**src/rtl/arcade_input_hub.sv**
```systemverilog
// ---------------------------------------------------------------------------
// arcade_input_hub
//
// Shared input glue that sits between hps_io and an arcade game core.
//   - Turns PS/2 key events into held-button state for players 1 and 2 and
//     ORs that state with up to four MiSTer joystick words.
//   - Turns each player's raw coin input into a fixed-width coin pulse
//     followed by a lockout gap, and keeps a running count of accepted coins.
//   - Captures the DIP switch bank (download index 254) and the game ID byte
//     (download index 1) from the MRA download stream.
//
// Parameters:
//   NUM_PLAYERS  players served (1..4); only P1/P2 have keyboard mappings
//   COIN_PULSE   coin pulse high time and post-pulse lockout, in clk_sys cycles
//   DIP_BYTES    number of DIP bytes captured (1..8)
//
// Ports:
//   clk_sys         system clock
//   reset           synchronous, active-high reset
//   ps2_key         [10] toggle, [9] pressed, [8] extended, [7:0] scancode
//   joy             joystick words, player p at [16p+15:16p], active high
//   ioctl_download  download in progress (not needed by the loader)
//   ioctl_wr        download byte strobe
//   ioctl_index     download index
//   ioctl_addr      download byte address
//   ioctl_dout      download byte
//   btn             per player [0]R [1]L [2]D [3]U [4]F1 [5]F2 [6]F3 [7]F4
//   start           per-player start buttons
//   coin            per-player shaped coin pulses
//   coin_count      total accepted coins over all players, wraps at 16 bits
//   dip             DIP bytes, byte i at [8i+7:8i]
//   game_id         game ID byte
// ---------------------------------------------------------------------------
module arcade_input_hub #(
    parameter int          NUM_PLAYERS = 2,
    parameter logic [15:0] COIN_PULSE  = 16'd2048,
    parameter int          DIP_BYTES   = 8
) (
    input  logic                     clk_sys,
    input  logic                     reset,
    input  logic [10:0]              ps2_key,
    input  logic [NUM_PLAYERS*16-1:0] joy,
    input  logic                     ioctl_download,
    input  logic                     ioctl_wr,
    input  logic [7:0]               ioctl_index,
    input  logic [24:0]              ioctl_addr,
    input  logic [7:0]               ioctl_dout,
    output logic [NUM_PLAYERS*8-1:0] btn,
    output logic [NUM_PLAYERS-1:0]   start,
    output logic [NUM_PLAYERS-1:0]   coin,
    output logic [15:0]              coin_count,
    output logic [DIP_BYTES*8-1:0]   dip,
    output logic [7:0]               game_id
);

    typedef enum logic [1:0] {
        IDLE  = 2'd0,
        PULSE = 2'd1,
        GAP   = 2'd2
    } coin_state_t;

    // Held key bits for P1/P2: [7:0] buttons, [8] start, [9] coin.
    logic [9:0]             held_q    [0:1];
    logic [9:0]             held_next [0:1];

    logic                   toggle_q;
    logic                   key_event;
    logic                   key_hit;
    logic                   key_player;
    logic [3:0]             key_bit;

    logic [NUM_PLAYERS*8-1:0] btn_next;
    logic [NUM_PLAYERS-1:0] start_next;
    logic [NUM_PLAYERS-1:0] raw_coin_next;
    logic [NUM_PLAYERS-1:0] joy_coin;
    logic [NUM_PLAYERS-1:0] raw_coin;
    logic [NUM_PLAYERS-1:0] raw_coin_prev;
    logic [NUM_PLAYERS-1:0] coin_rise;
    logic [NUM_PLAYERS-1:0] coin_enter;
    logic [2:0]             enter_total;

    // Power-up contents of the download-loaded registers; reset never touches them.
    logic [DIP_BYTES*8-1:0] dip_q     = '1;
    logic [7:0]             game_id_q = 8'hFF;

    // Inputs the loader or decoder deliberately ignore (download flag, the
    // extended-key bit, unassigned joystick bits) are folded here.
    logic                   unused_bits;
    assign unused_bits = ^{ioctl_download, ps2_key[8], joy};

    // hps_io flips ps2_key[10] once per key event, so comparing it with last
    // cycle's copy yields exactly one event per toggle.
    assign key_event = ps2_key[10] ^ toggle_q;

    // Scancode lookup: which player and which held bit a code drives. The
    // extended bit is ignored, so E0-prefixed cursor keys share the mapping.
    always_comb begin
        key_hit    = 1'b1;
        key_player = 1'b0;
        key_bit    = 4'd0;
        case (ps2_key[7:0])
            8'h74: key_bit = 4'd0;
            8'h6B: key_bit = 4'd1;
            8'h72: key_bit = 4'd2;
            8'h75: key_bit = 4'd3;
            8'h14: key_bit = 4'd4;
            8'h11: key_bit = 4'd5;
            8'h29: key_bit = 4'd6;
            8'h12: key_bit = 4'd7;
            8'h05, 8'h16: key_bit = 4'd8;
            8'h76, 8'h2E: key_bit = 4'd9;
            8'h34: begin key_player = 1'b1; key_bit = 4'd0; end
            8'h23: begin key_player = 1'b1; key_bit = 4'd1; end
            8'h2B: begin key_player = 1'b1; key_bit = 4'd2; end
            8'h2D: begin key_player = 1'b1; key_bit = 4'd3; end
            8'h1C: begin key_player = 1'b1; key_bit = 4'd4; end
            8'h1B: begin key_player = 1'b1; key_bit = 4'd5; end
            8'h15: begin key_player = 1'b1; key_bit = 4'd6; end
            8'h1D: begin key_player = 1'b1; key_bit = 4'd7; end
            8'h06, 8'h1E: begin key_player = 1'b1; key_bit = 4'd8; end
            8'h36: begin key_player = 1'b1; key_bit = 4'd9; end
            default: key_hit = 1'b0;
        endcase
        if (key_player && (NUM_PLAYERS < 2)) begin
            key_hit = 1'b0;
        end
    end

    // Next held-key state. The outputs are registered from this next value
    // so a key event shows on btn/start one cycle later, not two.
    always_comb begin
        held_next = held_q;
        if (key_event && key_hit) begin
            held_next[key_player][key_bit] = ps2_key[9];
        end
    end

    // Key state, toggle copy and the registered button/start/raw-coin lines.
    // On reset the toggle copy follows ps2_key[10] so no event appears when
    // reset drops. The raw-coin history is set to "was high" so a coin held
    // through reset must be released before it can count again.
    always_ff @(posedge clk_sys) begin
        if (reset) begin
            toggle_q      <= ps2_key[10];
            held_q        <= '{default: '0};
            btn           <= '0;
            start         <= '0;
            raw_coin      <= joy_coin;
            raw_coin_prev <= '1;
        end else begin
            toggle_q      <= ps2_key[10];
            held_q        <= held_next;
            btn           <= btn_next;
            start         <= start_next;
            raw_coin      <= raw_coin_next;
            raw_coin_prev <= raw_coin;
        end
    end

    assign coin_rise = raw_coin & ~raw_coin_prev;

    // Per-player combine and coin shaper.
    for (genvar p = 0; p < NUM_PLAYERS; p++) begin : g_player
        logic [9:0]  key_src;
        coin_state_t state_q;
        coin_state_t state_next;
        logic [15:0] cnt_q;
        logic [15:0] cnt_next;
        logic        enter;

        if (p < 2) begin : g_keyboard
            assign key_src = held_next[p];
        end else begin : g_joy_only
            assign key_src = '0;
        end

        assign btn_next[8*p +: 8] = key_src[7:0] | joy[16*p +: 8];
        assign start_next[p]      = key_src[8] | joy[16*p + 8];
        assign raw_coin_next[p]   = key_src[9] | joy[16*p + 9];
        assign joy_coin[p]        = joy[16*p + 9];

        // Shaper state register; reset abandons any pulse in progress.
        always_ff @(posedge clk_sys) begin
            if (reset) begin
                state_q <= IDLE;
                cnt_q   <= '0;
            end else begin
                state_q <= state_next;
                cnt_q   <= cnt_next;
            end
        end

        // The counter runs COIN_PULSE-1 down to 0 in both PULSE and GAP, so
        // each phase lasts exactly COIN_PULSE cycles. Edges outside IDLE are
        // dropped rather than remembered.
        always_comb begin
            state_next = state_q;
            cnt_next   = cnt_q;
            enter      = 1'b0;
            case (state_q)
                IDLE: begin
                    if (coin_rise[p]) begin
                        state_next = PULSE;
                        cnt_next   = COIN_PULSE - 16'd1;
                        enter      = 1'b1;
                    end
                end
                PULSE: begin
                    if (cnt_q == 16'd0) begin
                        state_next = GAP;
                        cnt_next   = COIN_PULSE - 16'd1;
                    end else begin
                        cnt_next = cnt_q - 16'd1;
                    end
                end
                GAP: begin
                    if (cnt_q == 16'd0) begin
                        state_next = IDLE;
                    end else begin
                        cnt_next = cnt_q - 16'd1;
                    end
                end
                default: state_next = IDLE;
            endcase
        end

        assign coin_enter[p] = enter;
        assign coin[p]       = (state_q == PULSE);
    end

    // Several players may start a pulse on the same edge; all are counted.
    always_comb begin
        enter_total = 3'd0;
        for (int p = 0; p < NUM_PLAYERS; p++) begin
            enter_total = enter_total + 3'(coin_enter[p]);
        end
    end

    // Coin counter, free-running with 16-bit wrap.
    always_ff @(posedge clk_sys) begin
        if (reset) begin
            coin_count <= '0;
        end else begin
            coin_count <= coin_count + {13'd0, enter_total};
        end
    end

    // Download capture. No reset here: emu holds reset for the whole
    // download, and the captured settings must survive it.
    always_ff @(posedge clk_sys) begin
        if (ioctl_wr) begin
            if ((ioctl_index == 8'd254) && (ioctl_addr[24:3] == '0)) begin
                for (int i = 0; i < DIP_BYTES; i++) begin
                    if (ioctl_addr[2:0] == 3'(i)) begin
                        dip_q[8*i +: 8] <= ioctl_dout;
                    end
                end
            end
            if (ioctl_index == 8'd1) begin
                game_id_q <= ioctl_dout;
            end
        end
    end

    assign dip     = dip_q;
    assign game_id = game_id_q;

endmodule

```
**config.mk**
```make
export PLATFORM = sky130hd
export DESIGN_NAME = arcade_input_hub
export DESIGN_NICKNAME = d
export VERILOG_FILES = /design/src/rtl/arcade_input_hub.sv
export SDC_FILE = /design/constraint.sdc
export NUM_CORES = 1
export LEC_CHECK = 0
export ABC_CLOCK_PERIOD_IN_PS = 2900
export CAP_MARGIN = 20
export CORE_MARGIN = 10
export CORE_UTILIZATION = 49
export CTS_BUF_LIST = sky130_fd_sc_hd__clkbuf_16
export CTS_CLUSTER_DIAMETER = 60
export DETAILED_ROUTE_END_ITERATION = 8
export GPL_TIMING_DRIVEN = 0
export HOLD_SLACK_MARGIN = 0.15
export PLACE_DENSITY = 0.85
export SYNTH_ARGS = -nofsm -noshare
export SYNTH_HDL_FRONTEND = slang
export SYNTH_SLANG_ARGS = --single-unit
```
**constraint.sdc**
```tcl
create_clock -name clk_sys -period 2.9 [get_ports clk_sys]
set_input_delay 0.435 -clock clk_sys [delete_from_list [all_inputs] [get_ports clk_sys]]
set_output_delay 0.435 -clock clk_sys [all_outputs]
set_load 0.02 [all_outputs]
```
* Word-level counts from Yosys, hierarchy flattened *
Index checks and enable logic that the tools add are counted.

word-level totals
  logic and storage cells = 149
  output and inout bits = 108
  input bits = 88
  flip-flop bits (word level) = 167

cells by class
  reductions and logical operators = 36
  equality and inequality tests = 44
  add/sub/neg operators = 4
  mux-type cells = 30
  bitwise operators = 10
  magnitude comparators = 4

operators with widths
  cell                   count
  $mux 16                6
  $pmux 16 s3            2
  $eq 8x5->1 const B     9
  $eq 8x6->1 const B     7
  $eq 8x7->1 const B     5
  $pmux 4 s9             1
  $reduce_and 3->1       12
  $logic_not 16->1       2
  $sub 16x1->16 const B  2
  $reduce_or 23->1       1
  $logic_not 22->1       1
  $bwmux 20              1
  $mux 20                1
  $add 16x2->16          1
  $eq 8x3->1 const B     2
  $or 8x8->8             2
  $mux 2                 7
  $reduce_or 2->1        7
  $eq 3x3->1 const B     4
  $ne 2x2->1 const B     6
  $pmux 2 s3             2
  $reduce_or 11->1       1
  $demux 10 s1           1
  $mux 10                1
  other kinds (26)       44

* Longest topological paths before layout *
Gate-level depths: netlist (run 1).

  depth after elaboration = 13
  gate-level depth with buffers = 10
  gate-level depth less buffers = 10

* Worst setup path after synthesis (run 1) *
No wires, ideal clock.

  kind = input port to flip-flop
  from = input ioctl_addr[4]
  to = register dip_q[0], in the netlist dip[0], enable pin
  setup slack = 0.651 ns
  library setup time = 0.383 ns
  data required time = 2.517 ns
  buffers on the path = 0
  arrival = 1.866 ns
  cell stages on the path = 5
  cell sequence = nor4b_1 > nand2_1 > nor4_1 > nand2b_1 > nor3_1

on the way
  word-level cells in the longest chain between the ends = 3

ends and longest elaborated chain
  what                             RTL line  text
  from (decl)                      46        input logic [24:0] ioctl_addr,
  $logic_not 22->1                 252       if ((ioctl_index == 8'd254) && (ioctl_addr[24:3] == '0)) begin
  $logic_and 1x1->1                252
  $reduce_and 3->1 (no line)       -
  to (signal, indexed assignment)  255       dip_q[8*i +: 8] <= ioctl_dout;
  to (decl)                        83        logic [DIP_BYTES*8-1:0] dip_q = '1;

Every way passes these cells.
A chain may end at the register's enable or synchronous reset.

* Worst setup path in the final report (run 1) *
  from = input ps2_key[0]
  to = register btn[10]

on the way
  word-level cells in the longest chain between the ends = 12
  elaborated cells between the ends (all ways) = 52
  those cells by class = order compare (4); eq/ne (23); mux (9); bitwise (2); reduce/logical (14)

ends and longest elaborated chain
  what                                                            RTL line  text
  from (decl)                                                     41        input logic [10:0] ps2_key,
  $eq 8x3->1, or another cell as far along                        101       case (ps2_key[7:0])
  $reduce_or 4->1 (no line), or another cell as far along         -
  $pmux 4 s9                                                      101
  $lt 4x5->1 (implied by the code) or $ge 4x1->1 (tied branches)  134       held_next[key_player][key_bit] = ps2_key[9];
  $logic_and 1x1->1 (implied by the code)                         134
  $mux 1 (implied by the code)                                    134
  $demux 1 s4                                                     134
  $mux 10 (implied by the code)                                   134
  $demux 10 s1                                                    134
  $bwmux 20                                                       134
  $mux 20 (*)                                                     133       if (key_event && key_hit) begin
  $or 8x8->8 (*)                                                  177       assign btn_next[8*p +: 8] = key_src[7:0] | joy[16*p +: 8];
  to (signal assigned)                                            153       btn <= btn_next;
  to (decl)                                                       48        output logic [NUM_PLAYERS*8-1:0] btn,

Every way passes the cells marked *; elsewhere a longest branch is shown, timed or not.

==> results_dict.tcl, run 1 <==
set metrics [dict create \
    coreArea_um2 14500 \
    finalHoldViolations 0 \
    sum_of_overflow_across_all_layers_after_global_routing 0 \
    run_status "completed" \
    ff2ff_setup_slack_ps 340 \
    async_flop_share 0 \
    avgViaCountPerCell 5.67 \
    timing.final.crit_share 0.941 \
    post_synth_edffs 72 \
    worst_hold_path_type "flop to flop" \
    tritoncts "yes" \
    num_vias 6260 \
    synth.area.mux_share 0.0248 \
    fin_ws_ps 171 \
    worstReg2RegStart "g_player[0].cnt_q[0]$_SDFFE_PP0P_" \
    ff_latch_area_um2 4060 \
    rsz0062_at_grt "no" \
    syn_to_final_growth_pct 36.6 \
    syn_nets 807 \
    final_number_of_setup_violating_endpoints 0 \
    antennaDiodeCount 0 \
    first_global_vias 6107 \
    startpoint_types "primary input" \
    die_span_x_um 142 \
    filler_cell_count 1062 \
    synth_simple_gate_area_share 0.189 \
    detail_route.iter0.violations 485 \
    ys.flop_type "sky130_fd_sc_hd__dfxtp_1" \
    reg2reg_to "g_player[0].cnt_q[0]$_SDFFE_PP0P_" \
    dieArea_um2 20100 \
    rows 44 \
    slew-limit-headroom 0.394 \
    first_pass_iters 5 \
    clock_network_latency_to_the_later_pin_of_the_worst_skew_pair_ps 430 \
    post_drt_wl_per_cell_um 19.0 \
    ctsLongestPathBuffers 2 \
    die_y_um 142 \
    cellLeakagePower_nw 3.54 \
    timing.critical_path.arrival_ps 3000 \
    max_slew_violation_count 0 \
    routabilityCongestion 0.908 \
    netlist_instances 707 \
    cts.reportedPaths.clkPinSlew_ps 60 \
    cts.root.buffer_cell "sky130_fd_sc_hd__clkbuf_16" \
    htree_num_levels 4 \
    ioPinCount 196 \
    max_freq_mhz 366 \
    minimum_period_implied_by_the_final_worst_setup_slack_ps 2730 \
    clock-sinks 167 \
    dominant_combinational_cell_family_by_area_after_synthesis "simple AND/OR/NAND/NOR gates" \
    whs_path_depth 1 \
    routed_wirelength_mm 21.0 \
    crit_type "primary input to flop" \
    port-buffer-count 180 \
    yosys.cell_types.count 66 \
    synth_fa_ha_area_frac 0.0217 \
    multi_input_comb_area_um2 2890 \
    grt.total_usage 0.203 \
    yosysSeqAreaShare 0.559 \
    cts_inserted_buffers 17 \
    drc 0 \
    maximum_number_of_pins_on_one_net_before_global_route_repair 17 \
    clock-skew-final_ps 7.27 \
    ir_drop_uv 452 \
    finalCoreUtilization 0.683 \
    preCtsSetupSlack_ps -412 \
    layout.nets 1008 \
    initial_core_util 0.500 \
    r2r.worst_path.cells 9 \
    drv_cap 0 \
    grt_first_pass_wirelength_mm 32.9 \
    power.density_nw_per_um2 560 \
    drive_above_1_share 0.0793 \
    worst_pin_slew_ps 907 \
    critical_path.endpoint "btn[10]$_SDFF_PP0_" \
    antenna_found_initial 0 \
    synth.cell_area_um2 7270 \
    synth_area_per_cell_um2 10.3 \
    ys_warn_count 0 \
    critical_path_peak_fanout 10 \
    synth_compound_gate_area_share 0.127 \
    critPathCaptureType "flop" \
    flops_latches_synth 167 \
    timing.critical_path.required_ps 3170 \
    startpoint "ps2_key[0]" \
    detailedPlacementHpwl_mm 15.4 \
    postRouteAntennaNets 0 \
    post_synth_xor_area_fraction 0.0337 \
]
flip-flops by register name, summed over array words and instances, names as in the netlist:
signal and flops:
start 2, coin_count 16, toggle_q 1, dip 64, g_player.cnt_q 32, raw_coin_prev 2
g_player.state_q 4, raw_coin 2, held_q 20, btn 16, game_id 8
power by group:
| part | switching (mW) | leakage, nW | internal (mW) | total (mW) |
|---|---|---|---|---|
| registers | 0.0528 | 1.42 | 2.51 | 2.56 |
| logic | 0.394 | 1.81 | 0.312 | 0.706 |
| clock network | 0.989 | 0.306 | 1.30 | 2.29 |
metal layers:
metal	part of all wire	wire (um)	up-vias	GRT usage
met5	0	0	-	0
met4	0.018	386	0	0.0559
met3	0.071	1490	31	0.0561
met2	0.50	10500	252	0.344
met1	0.41	8540	3011	0.247
li1	-	-	2966	-
Yosys cell counts (4+ instances only):
master                     number  share of area
sky130_fd_sc_hd__o22ai_1        8         0.0069
sky130_fd_sc_hd__a22oi_1       10          0.010
sky130_fd_sc_hd__mux2i_1       18          0.025
sky130_fd_sc_hd__nor2_1        99          0.051
sky130_fd_sc_hd__a31oi_1       12          0.010
sky130_fd_sc_hd__o21ai_0       33          0.023
sky130_fd_sc_hd__nand4b_1       4         0.0048
sky130_fd_sc_hd__nand2b_1      10         0.0086
sky130_fd_sc_hd__inv_1         38          0.020
sky130_fd_sc_hd__or2_2          6         0.0052
sky130_fd_sc_hd__nand2_1       34          0.018
sky130_fd_sc_hd__nor2b_1        5         0.0043
sky130_fd_sc_hd__dfxtp_1       95           0.26
sky130_fd_sc_hd__clkbuf_1      18         0.0093
sky130_fd_sc_hd__buf_2          9         0.0062
sky130_fd_sc_hd__xor2_1        19          0.023
sky130_fd_sc_hd__nor3_1        14         0.0096
sky130_fd_sc_hd__and3_1         4         0.0034
sky130_fd_sc_hd__nand4_1       12          0.010
sky130_fd_sc_hd__buf_6          4         0.0062
sky130_fd_sc_hd__a21oi_1       50          0.034
sky130_fd_sc_hd__or3_1          6         0.0052
sky130_fd_sc_hd__edfxtp_1      72           0.30
sky130_fd_sc_hd__nand3b_1       6         0.0062
sky130_fd_sc_hd__o41ai_1        5         0.0060
sky130_fd_sc_hd__xnor2_1        9          0.011
sky130_fd_sc_hd__nand3_1       18          0.012
sky130_fd_sc_hd__nor4_1        19          0.016
sky130_fd_sc_hd__ha_1          11          0.019
logic make-up after synthesis:
family	after synthesis
adder cells (fa/ha/maj)	12
buffers and inverters	72
multiplexers	18
AO/OA/AOI/OAI	149
AND/OR/NAND/NOR	261
flip-flops	167
XOR/XNOR	28
how the worst min path moves through the flow:
stage	startpoint	to	slack, ps
finish	raw_coin[1]$_DFF_P_	raw_coin_prev[1]$_SDFF_PP1_	440
global route	raw_coin[1]$_DFF_P_	raw_coin_prev[1]$_SDFF_PP1_	450
global placement	raw_coin[1]$_DFF_P_	raw_coin_prev[1]$_SDFF_PP1_	420
detailed placement	raw_coin[1]$_DFF_P_	raw_coin_prev[1]$_SDFF_PP1_	420
floorplan	raw_coin[0]$_DFF_P_	raw_coin_prev[0]$_SDFF_PP1_	410
CTS	raw_coin[1]$_DFF_P_	raw_coin_prev[1]$_SDFF_PP1_	430
cell usage in the layout, fill, tap and decap left out, types with 3 or more instances in the layout:
cell / n
sky130_fd_sc_hd__a22oi_1: 10
sky130_fd_sc_hd__buf_6: 4
sky130_fd_sc_hd__nor2b_1: 5
sky130_fd_sc_hd__clkbuf_16: 18
sky130_fd_sc_hd__clkdlybuf4s50_1: 180
sky130_fd_sc_hd__nor2_1: 99
sky130_fd_sc_hd__xor2_1: 19
sky130_fd_sc_hd__o41ai_1: 5
sky130_fd_sc_hd__nand3b_1: 6
sky130_fd_sc_hd__nor4_1: 19
sky130_fd_sc_hd__nand2_1: 34
sky130_fd_sc_hd__nand2b_1: 10
sky130_fd_sc_hd__xnor2_1: 9
sky130_fd_sc_hd__nand4_1: 12
sky130_fd_sc_hd__nor3_1: 14
sky130_fd_sc_hd__and3_1: 4
sky130_fd_sc_hd__a31oi_1: 12
sky130_fd_sc_hd__dfxtp_1: 95
sky130_fd_sc_hd__o21ai_1: 3
sky130_fd_sc_hd__ha_1: 11
sky130_fd_sc_hd__a21oi_1: 50
sky130_fd_sc_hd__buf_4: 3
sky130_fd_sc_hd__or4b_1: 3
sky130_fd_sc_hd__nand4b_1: 4
sky130_fd_sc_hd__o22ai_1: 8
sky130_fd_sc_hd__or3_1: 6
sky130_fd_sc_hd__edfxtp_1: 72
sky130_fd_sc_hd__buf_2: 10
sky130_fd_sc_hd__inv_1: 38
sky130_fd_sc_hd__a21o_1: 3
sky130_fd_sc_hd__nand3_1: 18
sky130_fd_sc_hd__or2_2: 6
sky130_fd_sc_hd__mux2i_1: 18
sky130_fd_sc_hd__o21ai_0: 33
sky130_fd_sc_hd__clkbuf_1: 18
sky130_fd_sc_hd__clkinv_4: 4
layout make-up:
| cell class | count | share of cell area |
|---|---|---|
| well taps | 184 | 0.0232 |
| clock inverters | 14 | 0.0156 |
| flip-flops and latches | 167 | 0.409 |
| clock buffers | 18 | 0.0454 |
| repair buffers | 182 | 0.183 |
| multi-input cells | 468 | 0.291 |
| inverters | 38 | 0.0144 |
| plain buffers | 34 | 0.0182 |
critical path, stage by stage:
cell	delay (ps)
sky130_fd_sc_hd__clkdlybuf4s50_1	570
sky130_fd_sc_hd__buf_2	250
sky130_fd_sc_hd__nand3b_1	140
sky130_fd_sc_hd__a2111oi_0	640
sky130_fd_sc_hd__a211oi_2	220
sky130_fd_sc_hd__a21oi_1	230
sky130_fd_sc_hd__mux2i_1	340
sky130_fd_sc_hd__a21oi_1	160
timing repair:
item / 4_1_cts / 5_1_grt
endpoints found under the setup margin: 0 / 14
hold buffers: 0 / 0
hold endpoints to repair: 0 / 0
buffers inserted: 0 / 0
resized for setup: 0 / 1
metrics by stage:
stage               std cells  area, um2  hold WS (ps)  setup TNS, ps  total power, mW
floorplan                 707       7270           409              0             3.03
global placement         1071       9300           416          -6710             3.28
detailed placement       1071       9310           420         -11930             3.30
CTS                      1103       9910           434              0             5.57
global route             1105       9930           452              0             5.76
finish                   1105       9930           435              0             5.56
(Power assumes the default switching activity.)
==> run 2, diff against run 1 <==
CORE_MARGIN = default   (was 10)
REMOVE_ABC_BUFFERS = 1   (was default)
==> results_dict.tcl, run 2 (same netlist as run 1, synthesis figures left out) <==
set metrics [dict create \
    layout.nets 978 \
    first_pass_iters 5 \
    antenna_found_initial 0 \
    critPathCaptureType "flop" \
    grt.total_usage 0.225 \
    rows 44 \
    place.detailed.instances 1041 \
    worst_pin_slew_ps 970 \
    fin_tns_setup_ps 0 \
    final_cell_count_no_fill 1075 \
    htree_num_levels 4 \
    routed_wirelength_mm 16.6 \
    crit_type "primary input to flop" \
    ctsLongestPathBuffers 2 \
    slew-limit-headroom 0.351 \
    postRouteAntennaNets 0 \
    tritoncts "yes" \
    clock_network_latency_to_the_later_pin_of_the_worst_skew_pair_ps 430 \
    minimum_period_implied_by_the_final_worst_setup_slack_ps 2760 \
    final_number_of_setup_violating_endpoints 0 \
    finalCoreUtilization 0.677 \
    cts_hold_buffers 0 \
    clock-skew-final_ps 7.45 \
    max_slew_violation_count 0 \
    multi_input_comb_area_um2 2910 \
    grt_first_pass_wirelength_mm 26.5 \
    drc 0 \
    worst_hold_path_type "flop to flop" \
    clock-sinks 167 \
    port-buffer-count 181 \
    final_cell_area_um2 9800 \
    syn_to_final_growth_pct 34.9 \
    max_freq_mhz 363 \
    critical_path_peak_fanout 18 \
    timing.final.crit_share 0.950 \
    coreArea_um2 14500 \
    power.density_nw_per_um2 561 \
    timing.critical_path.required_ps 3170 \
    largest_reg_flops 64 \
    first_global_vias 5406 \
    cellLeakagePower_nw 3.44 \
    cts_resized 0 \
    preCtsSetupSlack_ps -390 \
    cts_inserted_buffers 17 \
    run_status "completed" \
    die_y_um 124 \
    die_span_x_um 124 \
    initial_core_util 0.502 \
    sum_of_overflow_across_all_layers_after_global_routing 0 \
    fin_ws_ps 144 \
    ff_latch_area_um2 4060 \
    dieArea_um2 15300 \
    drv_cap 0 \
    num_vias 5932 \
    ir_drop_uv 327 \
    startpoint_types "primary input" \
    ioPinCount 196 \
    layout_common_cells "sky130_fd_sc_hd__clkdlybuf4s50_1, sky130_fd_sc_hd__nor2_1, sky130_fd_sc_hd__dfxtp_1" \
    rsz0062_at_grt "no" \
    filler_cell_count 1075 \
    drive_above_1_share 0.0685 \
    timing.critical_path.arrival_ps 3030 \
    antennaDiodeCount 0 \
    postPlaceCellArea_um2 9160 \
    cts.reportedPaths.clkPinSlew_ps 60 \
    post_drt_wl_per_cell_um 15.4 \
    avgViaCountPerCell 5.52 \
    detailedPlacementHpwl_mm 11.5 \
    final_common_cell "sky130_fd_sc_hd__clkdlybuf4s50_1" \
    post_cts.repair.setup_buffers 0 \
    cts.root.buffer_cell "sky130_fd_sc_hd__clkbuf_16" \
    routabilityCongestion 0.920 \
    detail_route.iter0.violations 561 \
    maximum_number_of_pins_on_one_net_before_global_route_repair 87 \
    finalHoldViolations 0 \
]
-- run 2: cell count changes in the layout (fill, tap and decap cells not counted), sizes merged --
cell / change
clkinvlp: +5
bufinv: +1
clkdlybuf4s15: +1
buf: -14
inv: -3
clkbuf: -18
clkinv: -2
-- run 2: worst max-delay path: stages --
cell                              delay (ps)
sky130_fd_sc_hd__clkdlybuf4s50_1         860
sky130_fd_sc_hd__or4b_2                  700
sky130_fd_sc_hd__o41ai_1                 120
sky130_fd_sc_hd__a21oi_2                 240
sky130_fd_sc_hd__a31oi_1                 240
sky130_fd_sc_hd__mux2i_1                 310
sky130_fd_sc_hd__a21oi_1                 110
-- run 2: final cells by class --
cell class / instances / share of cell area
flip-flops and latches: 167 / 0.415
clock buffers: 17 / 0.0434
multi-input cells: 468 / 0.297
inverters: 38 / 0.0146
well taps: 184 / 0.0235
clock inverters: 15 / 0.0183
repair buffers: 186 / 0.189
-- run 2: worst paths after layout --
path / from / to / slack, ps / cells after the start
max: ps2_key[1] / btn[1]$_SDFF_PP0_ / 140 / 7
min: raw_coin[1]$_DFF_P_ / raw_coin_prev[1]$_SDFF_PP1_ / 440 / 1
max reg2reg: g_player[0].cnt_q[0]$_SDFFE_PP0P_ / g_player[0].cnt_q[1]$_SDFFE_PP0P_ / 390 / 8
min reg2reg: raw_coin[1]$_DFF_P_ / raw_coin_prev[1]$_SDFF_PP1_ / 440 / 1
-- run 2: power by group --
part	switching, mW	internal [mW]	total (mW)
logic	0.362	0.294	0.655
clock network	0.925	1.36	2.28
registers	0.0547	2.51	2.56
total	1.34	4.16	5.50
-- run 2: per-stage QoR --
| step | total power, mW | hold slack, ps |
|---|---|---|
| final | 5.50 | 436 |
| after floorplan | 2.98 | 409 |
| after global placement | 3.24 | 416 |
| after detailed placement | 3.25 | 427 |
| after global routing | 5.70 | 467 |
| after CTS | 5.53 | 442 |
-- run 2: metal layers --
metal / global-route usage / vias up / part of all wire
met4: 0.0776 / 0 / 0.013
met3: 0.0668 / 20 / 0.084
li1: - / 2910 / -
met5: 0 / - / 0
met1: 0.284 / 2753 / 0.43
met2: 0.368 / 249 / 0.48
